**config.mk**
```make
export PLATFORM = sky130hd
export DESIGN_NAME = dram_arbiter_flat
export DESIGN_NICKNAME = d
export VERILOG_FILES = /design/src/rtl/dram_arbiter_if.sv /design/src/rtl/dram_arbiter.sv /design/src/flat_wrapper.sv
export SDC_FILE = /design/constraint.sdc
export NUM_CORES = 1
export LEC_CHECK = 0
export BUFFER_PORTS_ARGS = -buffer_cell sky130_fd_sc_hd__buf_2
export CAP_MARGIN = 20
export CORE_ASPECT_RATIO = 0.6
export CORE_MARGIN = 8
export CORE_UTILIZATION = 45
export DETAILED_ROUTE_END_ITERATION = 16
export PLACE_DENSITY = 0.81
export SLEW_MARGIN = 20
export SYNTH_ARGS = -nofsm -noshare
export SYNTH_HDL_FRONTEND = slang
export SYNTH_SLANG_ARGS = --single-unit
```
**constraint.sdc**
```tcl
create_clock -name main_clock -period 2.9 [get_ports main_clock]
set_clock_uncertainty 0.05 [all_clocks]
set_input_delay 0.29 -clock main_clock [delete_from_list [all_inputs] [get_ports main_clock]]
set_output_delay 0.29 -clock main_clock [all_outputs]
set_load 0.01 [all_outputs]
```
**src/rtl/dram_arbiter_if.sv**
```systemverilog
// Signal bundle between the two cores, the dram_arbiter and the shared single-port RAM.
// The master modport is the surrounding system (cores plus RAM); the slave modport is the arbiter.
interface dram_arbiter_if #(
    parameter int ADDR_WIDTH = 16,
    parameter int DATA_WIDTH = 16
);
    logic [1:0]            req;
    logic [1:0]            we;
    logic [ADDR_WIDTH-1:0] addr0;
    logic [ADDR_WIDTH-1:0] addr1;
    logic [DATA_WIDTH-1:0] wdata0;
    logic [DATA_WIDTH-1:0] wdata1;
    logic [1:0]            done;
    logic [DATA_WIDTH-1:0] rdata;
    logic                  grant_id;
    logic                  busy;
    logic [ADDR_WIDTH-1:0] ram_addr;
    logic                  ram_we;
    logic [DATA_WIDTH-1:0] ram_wdata;
    logic [DATA_WIDTH-1:0] ram_q;

    modport master (
        output req, we, addr0, addr1, wdata0, wdata1, ram_q,
        input  done, rdata, grant_id, busy, ram_addr, ram_we, ram_wdata
    );

    modport slave (
        input  req, we, addr0, addr1, wdata0, wdata1, ram_q,
        output done, rdata, grant_id, busy, ram_addr, ram_we, ram_wdata
    );
endinterface

```
**src/rtl/dram_arbiter.sv**
```systemverilog
// Round-robin arbiter serialising two cores onto one single-port RAM.
// Each access runs IDLE -> ACCESS (RAM_LATENCY cycles) -> DONE; all outputs are registered.
module dram_arbiter #(
    parameter int ADDR_WIDTH  = 16,
    parameter int DATA_WIDTH  = 16,
    parameter int RAM_LATENCY = 1
) (
    input  logic          main_clock,
    input  logic          reset_n,
    input  logic          srst,
    dram_arbiter_if.slave bus
);
    localparam int CNT_W = (RAM_LATENCY < 2) ? 1 : $clog2(RAM_LATENCY + 1);
    localparam logic [CNT_W-1:0] CNT_LOAD = CNT_W'(RAM_LATENCY);
    localparam logic [CNT_W-1:0] CNT_ONE  = CNT_W'(32'd1);

    typedef enum logic [1:0] {
        ST_IDLE   = 2'd0,
        ST_ACCESS = 2'd1,
        ST_DONE   = 2'd2
    } state_t;

    state_t                state_r, state_s;
    logic                  last_r, last_s;
    logic                  wr_r, wr_s;
    logic [CNT_W-1:0]      cnt_r, cnt_s;
    logic                  grant_r, grant_s;
    logic                  busy_r, busy_s;
    logic [1:0]            done_r, done_s;
    logic [DATA_WIDTH-1:0] rdata_r, rdata_s;
    logic [ADDR_WIDTH-1:0] ram_addr_r, ram_addr_s;
    logic                  ram_we_r, ram_we_s;
    logic [DATA_WIDTH-1:0] ram_wdata_r, ram_wdata_s;
    logic                  winner_s;

    // A lone requester always wins; on a tie the core not served last time wins.
    function automatic logic pick_winner(input logic [1:0] req, input logic last);
        logic w;
        case (req)
            2'b01:   w = 1'b0;
            2'b10:   w = 1'b1;
            2'b11:   w = ~last;
            default: w = 1'b0;
        endcase
        return w;
    endfunction

    assign winner_s = pick_winner(bus.req, last_r);

    // State register.
    always_ff @(posedge main_clock or negedge reset_n) begin
        if (!reset_n) begin
            state_r <= ST_IDLE;
        end else if (srst) begin
            state_r <= ST_IDLE;
        end else begin
            state_r <= state_s;
        end
    end

    // Next-state logic.
    always_comb begin
        state_s = state_r;
        case (state_r)
            ST_IDLE: begin
                if (bus.req != 2'b00) state_s = ST_ACCESS;
                else                  state_s = ST_IDLE;
            end
            ST_ACCESS: begin
                if (cnt_r == CNT_ONE) state_s = ST_DONE;
                else                  state_s = ST_ACCESS;
            end
            ST_DONE: state_s = ST_IDLE;
            default: state_s = ST_IDLE;
        endcase
    end

    // Next values of the registered outputs; ram_we and done default low so each is a single-cycle pulse.
    always_comb begin
        last_s      = last_r;
        wr_s        = wr_r;
        cnt_s       = cnt_r;
        grant_s     = grant_r;
        busy_s      = busy_r;
        done_s      = 2'b00;
        rdata_s     = rdata_r;
        ram_addr_s  = ram_addr_r;
        ram_we_s    = 1'b0;
        ram_wdata_s = ram_wdata_r;
        case (state_r)
            ST_IDLE: begin
                if (bus.req != 2'b00) begin
                    grant_s     = winner_s;
                    last_s      = winner_s;
                    wr_s        = bus.we[winner_s];
                    cnt_s       = CNT_LOAD;
                    busy_s      = 1'b1;
                    ram_we_s    = bus.we[winner_s];
                    ram_addr_s  = winner_s ? bus.addr1  : bus.addr0;
                    ram_wdata_s = winner_s ? bus.wdata1 : bus.wdata0;
                end else begin
                    busy_s = 1'b0;
                end
            end
            ST_ACCESS: begin
                cnt_s = cnt_r - CNT_ONE;
                if (cnt_r == CNT_ONE) begin
                    done_s = grant_r ? 2'b10 : 2'b01;
                    if (!wr_r) rdata_s = bus.ram_q;
                    else       rdata_s = rdata_r;
                end else begin
                    done_s = 2'b00;
                end
            end
            ST_DONE: begin
                busy_s = 1'b0;
            end
            default: begin
                busy_s = 1'b0;
            end
        endcase
    end

    // Output and bookkeeping registers; LAST resets to 1 so core 0 wins the first tie.
    always_ff @(posedge main_clock or negedge reset_n) begin
        if (!reset_n) begin
            last_r      <= 1'b1;
            wr_r        <= 1'b0;
            cnt_r       <= {CNT_W{1'b0}};
            grant_r     <= 1'b0;
            busy_r      <= 1'b0;
            done_r      <= 2'b00;
            rdata_r     <= {DATA_WIDTH{1'b0}};
            ram_addr_r  <= {ADDR_WIDTH{1'b0}};
            ram_we_r    <= 1'b0;
            ram_wdata_r <= {DATA_WIDTH{1'b0}};
        end else if (srst) begin
            last_r      <= 1'b1;
            wr_r        <= 1'b0;
            cnt_r       <= {CNT_W{1'b0}};
            grant_r     <= 1'b0;
            busy_r      <= 1'b0;
            done_r      <= 2'b00;
            rdata_r     <= {DATA_WIDTH{1'b0}};
            ram_addr_r  <= {ADDR_WIDTH{1'b0}};
            ram_we_r    <= 1'b0;
            ram_wdata_r <= {DATA_WIDTH{1'b0}};
        end else begin
            last_r      <= last_s;
            wr_r        <= wr_s;
            cnt_r       <= cnt_s;
            grant_r     <= grant_s;
            busy_r      <= busy_s;
            done_r      <= done_s;
            rdata_r     <= rdata_s;
            ram_addr_r  <= ram_addr_s;
            ram_we_r    <= ram_we_s;
            ram_wdata_r <= ram_wdata_s;
        end
    end

    assign bus.done      = done_r;
    assign bus.rdata     = rdata_r;
    assign bus.grant_id  = grant_r;
    assign bus.busy      = busy_r;
    assign bus.ram_addr  = ram_addr_r;
    assign bus.ram_we    = ram_we_r;
    assign bus.ram_wdata = ram_wdata_r;
endmodule

```
**src/flat_wrapper.sv**
```systemverilog
// flat-port wrapper written by rule: the top's interface ports become plain ports
module dram_arbiter_flat 
#(
    parameter int ADDR_WIDTH  = 16,
    parameter int DATA_WIDTH  = 16,
    parameter int RAM_LATENCY = 1
)
  (main_clock, reset_n, srst, bus_req, bus_we, bus_addr0, bus_addr1, bus_wdata0, bus_wdata1, bus_ram_q, bus_done, bus_rdata, bus_grant_id, bus_busy, bus_ram_addr, bus_ram_we, bus_ram_wdata);
  dram_arbiter_if #(.ADDR_WIDTH(ADDR_WIDTH), .DATA_WIDTH(DATA_WIDTH)) bus_i ();
  input  logic main_clock;
  input  logic reset_n;
  input  logic srst;
  input wire logic [$bits(bus_i.req)-1:0] bus_req;
  input wire logic [$bits(bus_i.we)-1:0] bus_we;
  input wire logic [$bits(bus_i.addr0)-1:0] bus_addr0;
  input wire logic [$bits(bus_i.addr1)-1:0] bus_addr1;
  input wire logic [$bits(bus_i.wdata0)-1:0] bus_wdata0;
  input wire logic [$bits(bus_i.wdata1)-1:0] bus_wdata1;
  input wire logic [$bits(bus_i.ram_q)-1:0] bus_ram_q;
  output wire logic [$bits(bus_i.done)-1:0] bus_done;
  output wire logic [$bits(bus_i.rdata)-1:0] bus_rdata;
  output wire logic [$bits(bus_i.grant_id)-1:0] bus_grant_id;
  output wire logic [$bits(bus_i.busy)-1:0] bus_busy;
  output wire logic [$bits(bus_i.ram_addr)-1:0] bus_ram_addr;
  output wire logic [$bits(bus_i.ram_we)-1:0] bus_ram_we;
  output wire logic [$bits(bus_i.ram_wdata)-1:0] bus_ram_wdata;
  assign bus_i.req = bus_req;
  assign bus_i.we = bus_we;
  assign bus_i.addr0 = bus_addr0;
  assign bus_i.addr1 = bus_addr1;
  assign bus_i.wdata0 = bus_wdata0;
  assign bus_i.wdata1 = bus_wdata1;
  assign bus_i.ram_q = bus_ram_q;
  assign bus_done = bus_i.done;
  assign bus_rdata = bus_i.rdata;
  assign bus_grant_id = bus_i.grant_id;
  assign bus_busy = bus_i.busy;
  assign bus_ram_addr = bus_i.ram_addr;
  assign bus_ram_we = bus_i.ram_we;
  assign bus_ram_wdata = bus_i.ram_wdata;
  dram_arbiter #(.ADDR_WIDTH(ADDR_WIDTH), .DATA_WIDTH(DATA_WIDTH), .RAM_LATENCY(RAM_LATENCY)) u_core (.main_clock(main_clock), .reset_n(reset_n), .srst(srst), .bus(bus_i));
endmodule
```
Yosys cells after proc, flatten, opt, wreduce, memory -nomap -nowiden. Index checks and enable logic that the tools add are counted.

$add $sub $neg: 1. $mul: 0. Divide/modulo/power cells: 0. Magnitude comparators: 1. Equal/unequal tests: 6. Shifts and indexed selects: 0. Muxes and demuxes: 39. Bitwise logic cells: 1. Reduce and logical (&&, ||, !) cells: 10.

Operator list (count): $mux W16 (12); $mux W1 (17); $mux W2 (6); $reduce_bool A2 Y1 (5); $pmux W1 S2 (3); $eq A2 B2 Y1 const B (2); $ne A2 B2 Y1 const B (2); $pmux W2 S2 (1); $reduce_and A2 Y1 (2); $ne A3 B2 Y1 const B (1); $reduce_and A3 Y1 (1); $reduce_bool A3 Y1 (1); $eq A2 B1 Y1 const B (1); $logic_not A2 Y1 (1); $lt A1 B2 Y1 const B (1); $not A1 Y1 (1); $sub A1 B1 Y1 const B (1).

Bits in registers: 58. Latch bits: 0. Memory bits (writable): 0. Memory bits (read-only): 0. Logic and storage cells: 69. Memories: 0.

Longest topological paths before layout.
Depth in word-level cells: 7. Gate-level depth with buffers: 5.

Least setup slack after synthesis. Ideal clock, no wire load.

Path kind: register -> register. From: reg u_core.state_r[0]. To: reg u_core.ram_wdata_r[10] (netlist: u_core.bus.ram_wdata[10]). Setup time: 0.066 ns. Data arrival time: 1.587 ns. Data required time: 2.784 ns. Slack: 1.197 ns. Stages on the path, launching flop included: 6. Buffers on the path: 2. Period minus slack after synthesis: 1.703 ns. Cells stage by stage: dfrtp_1 > or3_1 > buf_6 > a211oi_4 > buf_6 > a221o_1.

Cells in the longest elaborated chain, start to end: 3.

RTL lines: start, declared (RTL line dram_arbiter.sv:23) `state_t state_r, state_s;`; start signal, assigned (RTL line dram_arbiter.sv:57) `state_r <= state_s;`; $logic_not A2 Y1 (RTL line dram_arbiter.sv:90) `case (state_r)`; $reduce_bool A2 Y1 (no source line); $reduce_and A2 Y1 (no source line); end signal, assigned (RTL line dram_arbiter.sv:136) `ram_wdata_r <= {DATA_WIDTH{1'b0}};`; end signal, assigned (RTL line dram_arbiter.sv:147) `ram_wdata_r <= {DATA_WIDTH{1'b0}};`; end signal, assigned (RTL line dram_arbiter.sv:158) `ram_wdata_r <= ram_wdata_s;`; end, declared (RTL line dram_arbiter.sv:33) `logic [DATA_WIDTH-1:0] ram_wdata_r, ram_wdata_s;`.

No other way between the ends. A chain may end at the register's enable or synchronous reset.

Final worst setup path.
From: reg u_core.state_r[1]. To: reg u_core.ram_wdata_r[10] (netlist: u_core.bus.ram_wdata[10]).

The elaborated chain is that of the path after synthesis.

==> flow_metrics.tcl <==
set metrics [dict create \
    status "finished clean" \
    die_height_um 74.5 \
    multiInputGateArea_um2 985 \
    dieArea_um2 8450 \
    synth_enable_flop_cells 0 \
    layout-drive-gt1-share_pct 42.4 \
    synthesis.area_um2 2570 \
    cts_made_buffers 9 \
    drc 0 \
    vias_per_cell 5.22 \
    antenna_found_initial 0 \
    yosysMostFrequentCell "nand2_1" \
    finalHoldViolations 0 \
    dr_total_vias 2473 \
    port_buffers 139 \
    final_util_pct 62.8 \
    drtIter0Drc 169 \
    routedWlPerCell_um 16.5 \
    ys_ff_latch 58 \
    slew_headroom_pct 42.7 \
    yosysTopAreaCell "dfrtp_1" \
    whs_ps 23.4 \
    fin_ws_ps 1010 \
    grt_max_degree 40 \
    slew_violations 0 \
    fin_crit_sh_pct 65.2 \
    pin_count 140 \
    rrSetupSlack_ps 1010 \
    p_total_mw 1.92 \
    core_area_um2 5540 \
    yosysSeqAreaShare_pct 56.6 \
    cp_max_fo 19 \
    seq_area_um2 1450 \
    synth_nets 342 \
    ir_drop_v 0.000239 \
    clock_path_buffers 2 \
    yosys_warnings 0 \
    drt_first_pass_iters 4 \
    dp_slack_ps 951 \
    maxCapViolCount 0 \
    ys_types 22 \
    total_leakage_power_nw 1.87 \
    cts_hold_buf 0 \
    layout_min_cycle_time_ps 1890 \
    synth_top_area_share_pct 55.6 \
    antenna_cells 0 \
    r2r_cells 4 \
    nets 476 \
    row_count 21 \
    worstHoldPathType "in -> async" \
    startpoint_type "register" \
    grt_pass1_vias 2501 \
    grt_pass1_wl_um 12100 \
    place_congestion 0.730 \
    cts-root-buf "clkbuf_8" \
    nFillCells 458 \
    final_antenna_net_count 0 \
    die_w_um 113 \
    area_growth_pct 35.7 \
    crit_chain "or3_1 -> a211oi_4 -> buf_4 -> a221o_1" \
    max_stage_delay_ps 600 \
    routed_wl_um 7810 \
    avgSynthCellArea_um2 10.1 \
    worstSetupPathType "reg -> reg" \
    synthArstFlopShare_pct 100 \
    grt_use_total_pct 18.3 \
    setup_viol 0 \
    ctsResizeCount 0 \
    synth.top_cells.by_area "dfrtp_1 56%, a221o_1 13%, nand2_1 9.7%" \
    synth_cells 255 \
    path_clk_slew_ps 60 \
    initial_core_util_pct 46.3 \
    synth_common_cells "66 x nand2_1, 57 x dfrtp_1, 33 x a221o_1, 33 x nor3_1, 21 x a21oi_1" \
    dp.final_hpwl_um 5710 \
    grt_setup_unrepaired "no" \
    cp-end-kind "register" \
    crit_slowest_cell "or3_1" \
    crit_required_ps 3110 \
    clkSinkCount 58 \
    grt-ovfl-total 0 \
    max_slew.worst_pin.slew_ps 859 \
    fmax_ghz 0.529 \
    cts_tree "done" \
    clk_latency_ps 330 \
    cts.htree.levels 3 \
    crit_arrival_ps 2100 \
    postCtsSetupRepairBufs 0 \
    synthFlopType "dfrtp_1" \
    tns_ps 0 \
    power_density_nw_per_um2 550 \
]
flip-flops by register name, summed over array words and instances (netlist names):
| register | cells |
|---|---|
| u_core.cnt_r | 1 |
| u_core.wr_r | 1 |
| u_core.state_r | 2 |
| u_core.bus.ram_wdata | 16 |
| u_core.bus.ram_we | 1 |
| u_core.bus.rdata | 16 |
| u_core.bus.ram_addr | 16 |
| u_core.bus.done | 2 |
| u_core.bus.grant_id | 1 |
| u_core.last_r | 1 |
| u_core.bus.busy | 1 |
metal layers:
metal / GRT usage [%] / share of wire [%] / vias up
li1: - / - / 1185
met1: 22.9 / 45 / 1156
met2: 26.4 / 42 / 122
met3: 9.64 / 12 / 10
met4: 6.74 / 1.4 / 0
met5: 0 / 0 / -
area by class of cell:
| class | instances | share of cell area [%] |
|---|---|---|
| clock inverters | 3 | 0.431 |
| multi-input cells | 169 | 28.3 |
| inverters | 4 | 0.431 |
| repair buffers | 147 | 21.7 |
| clock buffers | 13 | 4.56 |
| well taps | 80 | 2.87 |
| flip-flops and latches | 58 | 41.7 |
per-stage QoR:
| stage | cell area (um^2) | cells |
|---|---|---|
| after global placement | 3310 | 458 |
| after floorplan | 2570 | 255 |
| after detailed placement | 3310 | 458 |
| final | 3480 | 474 |
| after CTS | 3480 | 474 |
| after global routing | 3480 | 474 |
where the power goes:
part | internal, mW | leakage, nW | switching (mW) | total (mW)
registers | 0.876 | 0.777 | 0.0435 | 0.919
clock network | 0.353 | 0.0932 | 0.294 | 0.647
logic | 0.156 | 1.00 | 0.194 | 0.350
kinds of logic after synthesis:
group	share of synthesized area, %
simple gates	19.2
buf+inv	5.51
flops	56.6
compound gates	18.7
critical path, delay by kind of cell, from the launching register on:
kind / cells / cell delay, ps
AND/OR/NAND/NOR: 1 / 600
buffers and inverters: 1 / 270
flip-flops: 1 / 430
AO/OA/AOI/OAI: 2 / 470
layout by cell type, fill, tap and decap left out, drive strengths merged:
cell	netlist	layout
and2	1	1
dfrtp	57	57
clkbuf	15	13
a211oi	1	1
and3	1	1
nor2b	2	2
nor3	33	33
or3	2	2
a21o	2	2
a311oi	1	1
buf	9	147
nor4bb	1	1
or2	1	1
nand2	66	66
dfstp	1	1
nor3b	1	1
nor2	2	2
a221o	33	33
a21oi	21	21
clkinv	0	3
inv	4	4
or4bb	1	1
final timing paths:
path                                                      start                                    to
min in group main_clock                           bus_wdata1[1]   u_core.bus.ram_wdata[1]$_DFFE_PN0P_
max in group asynchronous                               reset_n             u_core.last_r$_DFFE_PN1P_
worst min register to register  u_core.bus.grant_id$_DFFE_PN0P_          u_core.bus.done[0]$_DFF_PN0_
worst min-delay path                                    reset_n       u_core.bus.rdata[2]$_DFFE_PN0P_
worst max-delay path                u_core.state_r[1]$_DFF_PN0_  u_core.bus.ram_wdata[10]$_DFFE_PN0P_
worst max register to register      u_core.state_r[1]$_DFF_PN0_  u_core.bus.ram_wdata[10]$_DFFE_PN0P_
Power figures use the tool's default switching activity.
